<file path="src/rtl/rwy_pkg.sv">
// Shared constants and helpers for runway_allocator and its runway timers.
package rwy_pkg;

    localparam int PREF_LOW_BIT = 0;
    localparam int PASS_BIT     = 1;

    typedef enum logic [3:0] {
        SIG_IDLE = 4'b0000,
        SIG_RWY0 = 4'b1010,
        SIG_RWY1 = 4'b1011,
        SIG_DENY = 4'b1101
    } legacy_sig_e;

    // Runway index width, never below one bit.
    function automatic int rwy_idx_w(input int num_rwy);
        return (num_rwy > 1) ? $clog2(num_rwy) : 1;
    endfunction

endpackage

</file>
<file path="src/rtl/runway_timer.sv">
// Per-runway occupancy timer: a load marks the runway busy for exactly HOLD_CYCLES cycles.
module runway_timer #(
    parameter int HOLD_CYCLES = 15
) (
    input  logic clk,
    input  logic rst,
    input  logic i_load,
    output logic o_busy
);

    localparam int CW = (HOLD_CYCLES > 1) ? $clog2(HOLD_CYCLES) : 1;

    logic [CW-1:0] r_cnt;
    logic          r_busy;

    // NOTE: state registers use non-blocking assignments so every flop samples pre-edge values.
    always_ff @(posedge clk or posedge rst) begin
        if (rst) begin
            r_cnt  <= '0;
            r_busy <= 1'b0;
        end else if (i_load) begin
            r_busy <= 1'b1;
            r_cnt  <= CW'(HOLD_CYCLES - 1);
        end else if (r_busy) begin
            if (r_cnt == '0) begin
                r_busy <= 1'b0;
            end else begin
                r_cnt <= r_cnt - 1'b1;
            end
        end
    end

    assign o_busy = r_busy;

endmodule

</file>
<file path="src/rtl/runway_allocator.sv">
// Queued runway allocator: FIFO of requests, preference-based runway pick, head timeout deny.
// Define RWY_LEGACY_SIGNAL_EN to add the 4-bit legacy_signal output (two-runway builds only).
module runway_allocator
    import rwy_pkg::*;
#(
    parameter int NUM_RWY     = 2,
    parameter int HOLD_CYCLES = 15,
    parameter int QDEPTH      = 4,
    parameter int MAX_WAIT    = 31
) (
    input  logic                          clk,
    input  logic                          rst,
    input  logic                          req_valid,
    input  logic [1:0]                    req_type,
    output logic                          req_ready,
    output logic                          grant_valid,
    output logic                          grant_deny,
    output logic [rwy_idx_w(NUM_RWY)-1:0] grant_rwy,
    output logic [1:0]                    grant_type,
    output logic [NUM_RWY-1:0]            rwy_busy,
    output logic [$clog2(QDEPTH):0]       q_count
`ifdef RWY_LEGACY_SIGNAL_EN
    ,
    output logic [3:0]                    legacy_signal
`endif
);

    localparam int RW = rwy_idx_w(NUM_RWY);
    localparam int PW = $clog2(QDEPTH);
    localparam int CW = PW + 1;
    localparam int WW = $clog2(MAX_WAIT + 1);

    logic [1:0]    r_q [QDEPTH];
    logic [PW-1:0] r_wr_ptr;
    logic [PW-1:0] r_rd_ptr;
    logic [CW-1:0] r_count;
    logic          r_fresh;
    logic [WW-1:0] r_wait;
    logic          r_gv;
    logic          r_gd;
    logic [RW-1:0] r_grwy;
    logic [1:0]    r_gtype;

    logic               w_ready;
    logic               w_push;
    logic               w_pop;
    logic               w_head_ok;
    logic               w_any_free;
    logic               w_timeout;
    logic [1:0]         w_head_type;
    logic [RW-1:0]      w_pick;
    logic [CW-1:0]      w_count_nxt;
    logic [NUM_RWY-1:0] w_busy;
    logic [NUM_RWY-1:0] w_load;

    assign w_ready     = (r_count != CW'(QDEPTH));
    assign w_push      = req_valid && w_ready;
    assign w_head_type = r_q[r_rd_ptr];
    // An entry written at the last edge into an empty queue is not dispatchable until the next cycle.
    assign w_head_ok   = (r_count != '0) && !r_fresh;
    assign w_any_free  = |(~w_busy);
    assign w_timeout   = (r_wait == WW'(MAX_WAIT));
    assign w_pop       = w_head_ok && (w_any_free || w_timeout);
    assign w_count_nxt = r_count + CW'(w_push) - CW'(w_pop);

    // NOTE: every combinational output gets a default first, so no path can infer a latch.
    always_comb begin
        w_pick = '0;
        if (w_head_type[PREF_LOW_BIT]) begin
            for (int i = NUM_RWY - 1; i >= 0; i--) begin
                if (!w_busy[i]) w_pick = RW'(i);
            end
        end else begin
            for (int i = 0; i < NUM_RWY; i++) begin
                if (!w_busy[i]) w_pick = RW'(i);
            end
        end
    end

    for (genvar g = 0; g < NUM_RWY; g++) begin : g_rwy
        assign w_load[g] = w_pop && w_any_free && (w_pick == RW'(g));

        runway_timer #(
            .HOLD_CYCLES(HOLD_CYCLES)
        ) u_timer (
            .clk   (clk),
            .rst   (rst),
            .i_load(w_load[g]),
            .o_busy(w_busy[g])
        );
    end

    // NOTE: queue storage has no reset; the pointers and count alone define which entries are live.
    always_ff @(posedge clk) begin
        if (w_push) r_q[r_wr_ptr] <= req_type;
    end

    always_ff @(posedge clk or posedge rst) begin
        if (rst) begin
            r_wr_ptr <= '0;
            r_rd_ptr <= '0;
            r_count  <= '0;
            r_fresh  <= 1'b0;
            r_wait   <= '0;
            r_gv     <= 1'b0;
            r_gd     <= 1'b0;
            r_grwy   <= '0;
            r_gtype  <= '0;
        end else begin
            if (w_push) r_wr_ptr <= r_wr_ptr + 1'b1;
            if (w_pop)  r_rd_ptr <= r_rd_ptr + 1'b1;
            r_count <= w_count_nxt;
            r_fresh <= w_push && (w_count_nxt == CW'(1));
            r_wait  <= (!w_head_ok || w_pop) ? '0 : r_wait + 1'b1;
            r_gv    <= w_pop;
            r_gd    <= w_pop && !w_any_free;
            if (w_pop) begin
                r_grwy  <= w_any_free ? w_pick : '0;
                r_gtype <= {w_head_type[PASS_BIT], w_head_type[PREF_LOW_BIT]};
            end
        end
    end

    assign req_ready   = w_ready;
    assign grant_valid = r_gv;
    assign grant_deny  = r_gd;
    assign grant_rwy   = r_grwy;
    assign grant_type  = r_gtype;
    assign rwy_busy    = w_busy;
    assign q_count     = r_count;

`ifdef RWY_LEGACY_SIGNAL_EN
    if (NUM_RWY != 2) begin : g_legacy_check
        $error("runway_allocator: legacy signal output requires NUM_RWY == 2");
    end

    logic [3:0] r_legacy;

    always_ff @(posedge clk or posedge rst) begin
        if (rst) begin
            r_legacy <= SIG_IDLE;
        end else if (w_pop) begin
            if (!w_any_free)        r_legacy <= SIG_DENY;
            else if (w_pick == '0)  r_legacy <= SIG_RWY0;
            else                    r_legacy <= SIG_RWY1;
        end
    end

    assign legacy_signal = r_legacy;
`endif

endmodule

</file>
<file path="config.mk">
export PLATFORM = sky130hd
export DESIGN_NAME = runway_allocator
export DESIGN_NICKNAME = d
export VERILOG_FILES = /design/src/rtl/rwy_pkg.sv /design/src/rtl/runway_timer.sv /design/src/rtl/runway_allocator.sv
export SDC_FILE = /design/constraint.sdc
export NUM_CORES = 1
export LEC_CHECK = 0
export ABC_AREA = 1
export CORE_ASPECT_RATIO = 1.75
export CORE_MARGIN = 3
export CORE_UTILIZATION = 45
export CTS_CLUSTER_DIAMETER = 40
export DETAILED_ROUTE_END_ITERATION = 12
export GPL_TIMING_DRIVEN = 0
export SLEW_MARGIN = 40
export SYNTH_ARGS = -nofsm -noshare
export SYNTH_HDL_FRONTEND = slang
export SYNTH_SLANG_ARGS = --single-unit
</file>
<file path="constraint.sdc">
create_clock -name clk -period 7 [get_ports clk]
set_input_delay 0.7 -clock clk [delete_from_list [all_inputs] [get_ports clk]]
set_output_delay 0.7 -clock clk [all_outputs]
set_load 0.01 [all_outputs]
</file>
==> flow_summary.yaml, run 1 <==
flow_run:
  maxCapViolCount: 0
worst_setup_path:
  critical_path_depth: 13
  slowest_stage: "fa_1"
  crit_top_cell: "ha_1"
  worst-path-buf-inv: 2
  arrival_ns: 2.77
  r2r_end: "r_fresh"
  crit_start: "r_wait[0]"
  required_ns: 7.20
  r2r_cells: 13
  cp-end-kind: "register"
  slowest_delay_ns: 0.44
  crit_family: "adder cells"
  r2r_setup_slack_ns: 4.44
  crit_chain: "ha_1 > nand2_1 > nor2_1 > ha_1 > nor2_4 > nor2_4 > ha_1 > inv_1 > ha_1 > fa_1 > inv_1 > nand2_1 > nor3_1"
  crit_type: "reg2reg"
  startpoint_type: "register"
  rr_startpoint: "r_wait[0]"
  crit_fanout: 9
  crit_end: "r_fresh"
finish:
  drive_gt1_frac: 0.123
  nFillCells: 351
  multiInputGateArea_um2: 649
  fin_nets: 218
  seqCellArea_um2: 941
  areaGrowthSynthToFinish_pct: 16.7
  num_antenna_cells: 0
  final_area_um2: 2030
  fin_cells: 249
drt:
  firstDrtPassIters: 4
  drt_first_iter_violations: 30
  vias: 1191
  drc_errors: 0
  avgRoutedWirePerCell_um: 11.6
  avgViaCountPerCell: 4.78
  drt_wl_total_mm: 2.90
  antenna_left: 0
place:
  place_congestion: 0.739
  hpwl_mm: 2.21
  placed_cell_area_um2: 1940
  preCtsSetupSlack_ns: 4.31
  dp_cells: 241
  io_buffers: 15
global_routing:
  grt.met2_usage: 0.284
  grt.busiest_layer: "met2"
  antenna_found_initial: 0
  grt_pass1_wl_mm: 5.26
  grt.met1_usage: 0.149
  grt_use_total: 0.155
  overflow: 0
  grt_max_degree: 29
  grt_pass1_vias: 1274
  met3_usage: 0.0494
floorplanning:
  dieArea_um2: 4670
  boundaryPins: 16
  chipHeight_um: 88.2
  die-width_um: 53.0
  rows: 29
  initial_core_util: 0.474
  core_area_um2: 3660
clocking:
  cts-root-buf: "clkbuf_8"
  clk_latency_ns: 0.28
  cts_htree_levels: 2
  hold_buffers: 0
  cts_buffers: 5
  cts.sinks: 36
  cts_tree: "yes"
  cts_resized: 0
  path_clk_slew_ns: 0.07
  postCtsSetupBuffers: 0
  clk_path_buf_depth: 2
timing:
  slew_headroom: 0.601
  period_needed_ns: 2.56
  setup_viol: 0
  drv_slew: 0
  rsz0062_at_grt: "no"
  fin_ws_ns: 4.44
  hold_violations: 0
  tightest_slew_ns: 0.597
  finalCritPeriodShare: 0.366
  finalClockSkew_ns: 0.00508
  fin_tns_setup_ns: 0
  fmax_mhz: 390
synth:
  synth_area_um2: 1740
  synth-seq-area-share: 0.542
  ys_warn_count: 0
  ys_ff_latch: 36
  syn_area_per_cell_um2: 9.65
  syn_nets: 196
  yosys.cell_types.count: 24
  synthCells: 180
worst_hold_path:
  worstHoldPathType: "reg2reg"
pwr:
  power_density_nw_per_um2: 470
  ir_worst_vdd_uv: 290
  p_leak_nw: 1.01
run_status:
  status: "completed"
## cells in the final DEF, fill, tap and decap left out, drive strengths merged
master          n
nand4           1
clkbuf          5
nand2          40
nor3b           1
inv            32
nand3          18
xnor2           1
dfrtp          28
fa              1
buf             3
o21ai           6
edfxtp          8
a21oi           3
nor2           20
xor2            6
clkdlybuf4s50  15
ha             10
o22ai           1
nor3            1
clkinv          3
## worst register-to-register path: stages (launching register included)
cell and delay (ns):
dfrtp_1 0.37, ha_1 0.18, nand2_1 0.07, nor2_1 0.11, ha_1 0.20, nor2_4 0.06, nor2_4 0.25, ha_1 0.29
inv_1 0.06, ha_1 0.16, fa_1 0.44, inv_1 0.08, nand2_1 0.05, nor3_1 0.16
## area by class of cell
| class | instances | area share |
|---|---|---|
| flip-flops and latches | 36 | 0.464 |
| multi-input cells | 109 | 0.320 |
| repair buffers | 15 | 0.0741 |
| inverters | 32 | 0.0593 |
| clock buffers | 5 | 0.0340 |
| well taps | 46 | 0.0284 |
| plain buffers | 3 | 0.0130 |
| clock inverters | 3 | 0.00679 |
## how the worst min path moves through the flow
stage | start | endpoint | slack (ns) | cells past startpoint
global placement | r_wait[0] | r_wait[0] | 0.44 | 1
floorplan | r_wait[0] | r_wait[0] | 0.43 | 1
finish | r_wait[0] | r_wait[0] | 0.47 | 1
global route | r_wait[0] | r_wait[0] | 0.49 | 1
CTS | r_wait[0] | r_wait[0] | 0.47 | 1
detailed placement | r_wait[0] | r_wait[0] | 0.46 | 1
## flip-flops by register name, summed over array words and instances, names as in the netlist
signal and cells:
grant_type 2, g_rwy.u_timer.r_cnt 8, g_rwy.u_timer.o_busy 2, grant_valid 1
r_wr_ptr 2, r_fresh 1, grant_rwy 1, grant_deny 1
q_count 3, r_wait 5, r_q 8, r_rd_ptr 2
## metal layers
layer / part of all wire / wire length (um)
met2: 0.57 / 1650
met3: 0.038 / 109
met5: 0 / 0
met4: 0.023 / 67
met1: 0.37 / 1070
## through the flow
| stage | hold slack (ns) | util | total power [W] |
|---|---|---|---|
| after global placement | 0.445 | 0.531 | 0.000801 |
| after global routing | 0.492 | 0.553 | 0.00105 |
| final | 0.467 | 0.553 | 0.000952 |
| after CTS | 0.470 | 0.553 | 0.000968 |
| after detailed placement | 0.461 | 0.531 | 0.000825 |
| after floorplan | 0.432 | - | 0.000682 |
## cells by family after synthesis
logic type	share of synthesized area
AOI/OAI and AO/OA	0.0295
xor gates and xnor gates	0.0353
adders and majority gates	0.0836
buffers and inverters	0.0843
DFF	0.542
and+or+nand+nor	0.226
## report_power, final
part,internal (W),leakage [nW],total (W),switching [W]
combinational,0.000197,0.557,0.000461,0.000264
clock,0.0000675,0.0453,0.000138,0.0000707
sequential,0.000300,0.407,0.000353,0.0000525
total,0.000565,1.01,0.000952,0.000387
## synth_stat cells
| cell type | instances | share of area |
|---|---|---|
| nand2_1 | 36 | 0.078 |
| inv_1 | 29 | 0.063 |
| dfrtp_1 | 28 | 0.40 |
| nor2_1 | 18 | 0.039 |
| nand3_1 | 14 | 0.040 |
| ha_1 | 10 | 0.072 |
| edfxtp_1 | 8 | 0.14 |
| xor2_1 | 6 | 0.030 |
| o21ai_0 | 5 | 0.014 |
| nand2_2 | 4 | 0.014 |
| a21oi_1 | 3 | 0.0086 |
| inv_2 | 3 | 0.0065 |
| nand3_2 | 3 | 0.017 |
| buf_4 | 2 | 0.0086 |
| nor2_4 | 2 | 0.013 |
| buf_6 | 1 | 0.0065 |
| fa_1 | 1 | 0.012 |
| nand3_4 | 1 | 0.010 |
| nand4_1 | 1 | 0.0036 |
| nor3_1 | 1 | 0.0029 |
| nor3b_2 | 1 | 0.0072 |
| o21ai_1 | 1 | 0.0029 |
| o22ai_1 | 1 | 0.0036 |
| xnor2_1 | 1 | 0.0050 |
(Power assumes the default switching activity.)
==> run 2: changes to the inputs <==
Clock period 7 ns to 2.5 ns, I/O delays scaled along.
==> flow_summary.yaml, run 2 (synthesized netlist as in run 1, its figures left out) <==
floorplanning:
  core_area_um2: 3660
  rows: 29
  dieArea_um2: 4670
  chipHeight_um: 88.2
  die-width_um: 53.0
  initial_core_util: 0.474
  boundaryPins: 16
global_routing:
  grt_pass1_wl_mm: 5.33
  overflow: 0
  grt_max_degree: 29
  grt_pass1_vias: 1269
  grt_use_total: 0.156
  antenna_found_initial: 0
pwr:
  ir_worst_vdd_uv: 746
  power_density_nw_per_um2: 1350
  p_leak_nw: 1.03
timing:
  finalCritPeriodShare: 0.956
  setup_viol: 0
  fin_tns_setup_ns: 0
  fmax_mhz: 418
  tightest_slew_ns: 0.597
  period_needed_ns: 2.39
  hold_violations: 0
  slew_headroom: 0.602
  drv_slew: 0
  finalClockSkew_ns: 0.00486
  rsz0062_at_grt: "no"
clocking:
  cts.sinks: 36
  hold_buffers: 0
  cts_buffers: 5
  cts-root-buf: "clkbuf_8"
  clk_latency_ns: 0.28
  clk_path_buf_depth: 2
  path_clk_slew_ns: 0.07
  cts_tree: "yes"
  cts_htree_levels: 2
drt:
  drc_errors: 0
  avgRoutedWirePerCell_um: 11.7
  drt_wl_total_mm: 2.95
  antenna_left: 0
  vias: 1202
  drt_first_iter_violations: 25
  firstDrtPassIters: 4
  avgViaCountPerCell: 4.77
worst_setup_path:
  r2r_cells: 13
  startpoint_type: "register"
  arrival_ns: 2.56
  worst-path-buf-inv: 2
  required_ns: 2.67
  slowest_stage: "fa_2"
  critical_path_depth: 13
  crit_family: "adder cells"
  cp-end-kind: "register"
  r2r_end: "r_fresh"
  slowest_delay_ns: 0.55
  r2r_setup_slack_ns: 0.11
  crit_type: "reg2reg"
  crit_fanout: 3
  rr_startpoint: "r_wait[0]"
  crit_chain: "ha_2 > nand2_1 > nor2_1 > ha_2 > nor2_4 > nor2_4 > ha_1 > inv_1 > ha_1 > fa_2 > inv_1 > nand2_1 > nor3_2"
finish:
  fin_cells: 252
  drive_gt1_frac: 0.160
  fin_nets: 221
  layout_commonest_cell: "nand2_1"
  final_area_um2: 2070
  layout_common_cells: "nand2_1, inv_1, dfrtp_1, nor2_1, clkdlybuf4s50_1"
  num_antenna_cells: 0
  nFillCells: 343
  areaGrowthSynthToFinish_pct: 19.2
  top_regs: "g_rwy.u_timer.r_cnt x8, r_q x8, r_wait x5"
run_status:
  status: "completed"
flow_run:
  maxCapViolCount: 0
place:
  placed_cell_area_um2: 1940
  place_congestion: 0.739
  hpwl_mm: 2.21
  io_buffers: 15
  dp_cells: 241
worst_hold_path:
  worstHoldPathType: "in2async"
## run 2: changes by cell type in the layout (fill, tap and decap cells not counted), sizes merged
cell / change
buf: +3
## run 2: routing by layer
layer,wire (um),part of all wire,global-route usage,vias to the layer above
met3,112,0.038,0.0494,6
li1,-,-,-,610
met2,1670,0.57,0.284,21
met1,1100,0.37,0.157,565
met4,67,0.023,0.0698,0
met5,0,0,0,-
## run 2: how the worst max path moves through the flow
stage,slack [ns],from,to
floorplan,0.17,r_wait[0],r_fresh
global placement,0.02,r_wait[0],r_fresh
detailed placement,-0.08,r_wait[0],r_fresh
CTS,0.01,r_wait[0],r_fresh
global route,0.004,r_wait[0],r_fresh
finish,0.11,r_wait[0],r_fresh
## run 2: area by class of cell
type | count | area, um2 | share of cell area
Sequential cell | 36 | 941 | 0.455
Multi-Input combinational cell | 109 | 669 | 0.323
Timing Repair Buffer | 18 | 173 | 0.0834
Inverter | 32 | 120 | 0.0580
Clock buffer | 5 | 68.8 | 0.0333
Tap cell | 46 | 57.6 | 0.0278
Buffer | 3 | 26.3 | 0.0127
Clock inverter | 3 | 13.8 | 0.00665
## run 2: power breakdown
| part | internal, W | switching [W] |
|---|---|---|
| Combinational | 0.000635 | 0.000780 |
| Sequential | 0.000841 | 0.000147 |
| Clock | 0.000189 | 0.000197 |
## run 2: stage by stage
stage	total power [W]	setup slack, ns	hold WS (ns)	utilization
finish	0.00279	0.109	0.350	0.565
global route	0.00307	0.00405	0.399	0.565
CTS	0.00273	0.0122	0.369	0.555
detailed placement	0.00231	-0.0839	0.461	0.531
global placement	0.00224	0.0164	0.445	0.531
floorplan	0.00191	0.174	0.315	-
## run 2: repair_timing
item	4_1_cts	5_1_grt
pin swaps	2	3
gates resized for setup	0	5
buffers inserted	1	2
endpoints found under the setup margin	1	1
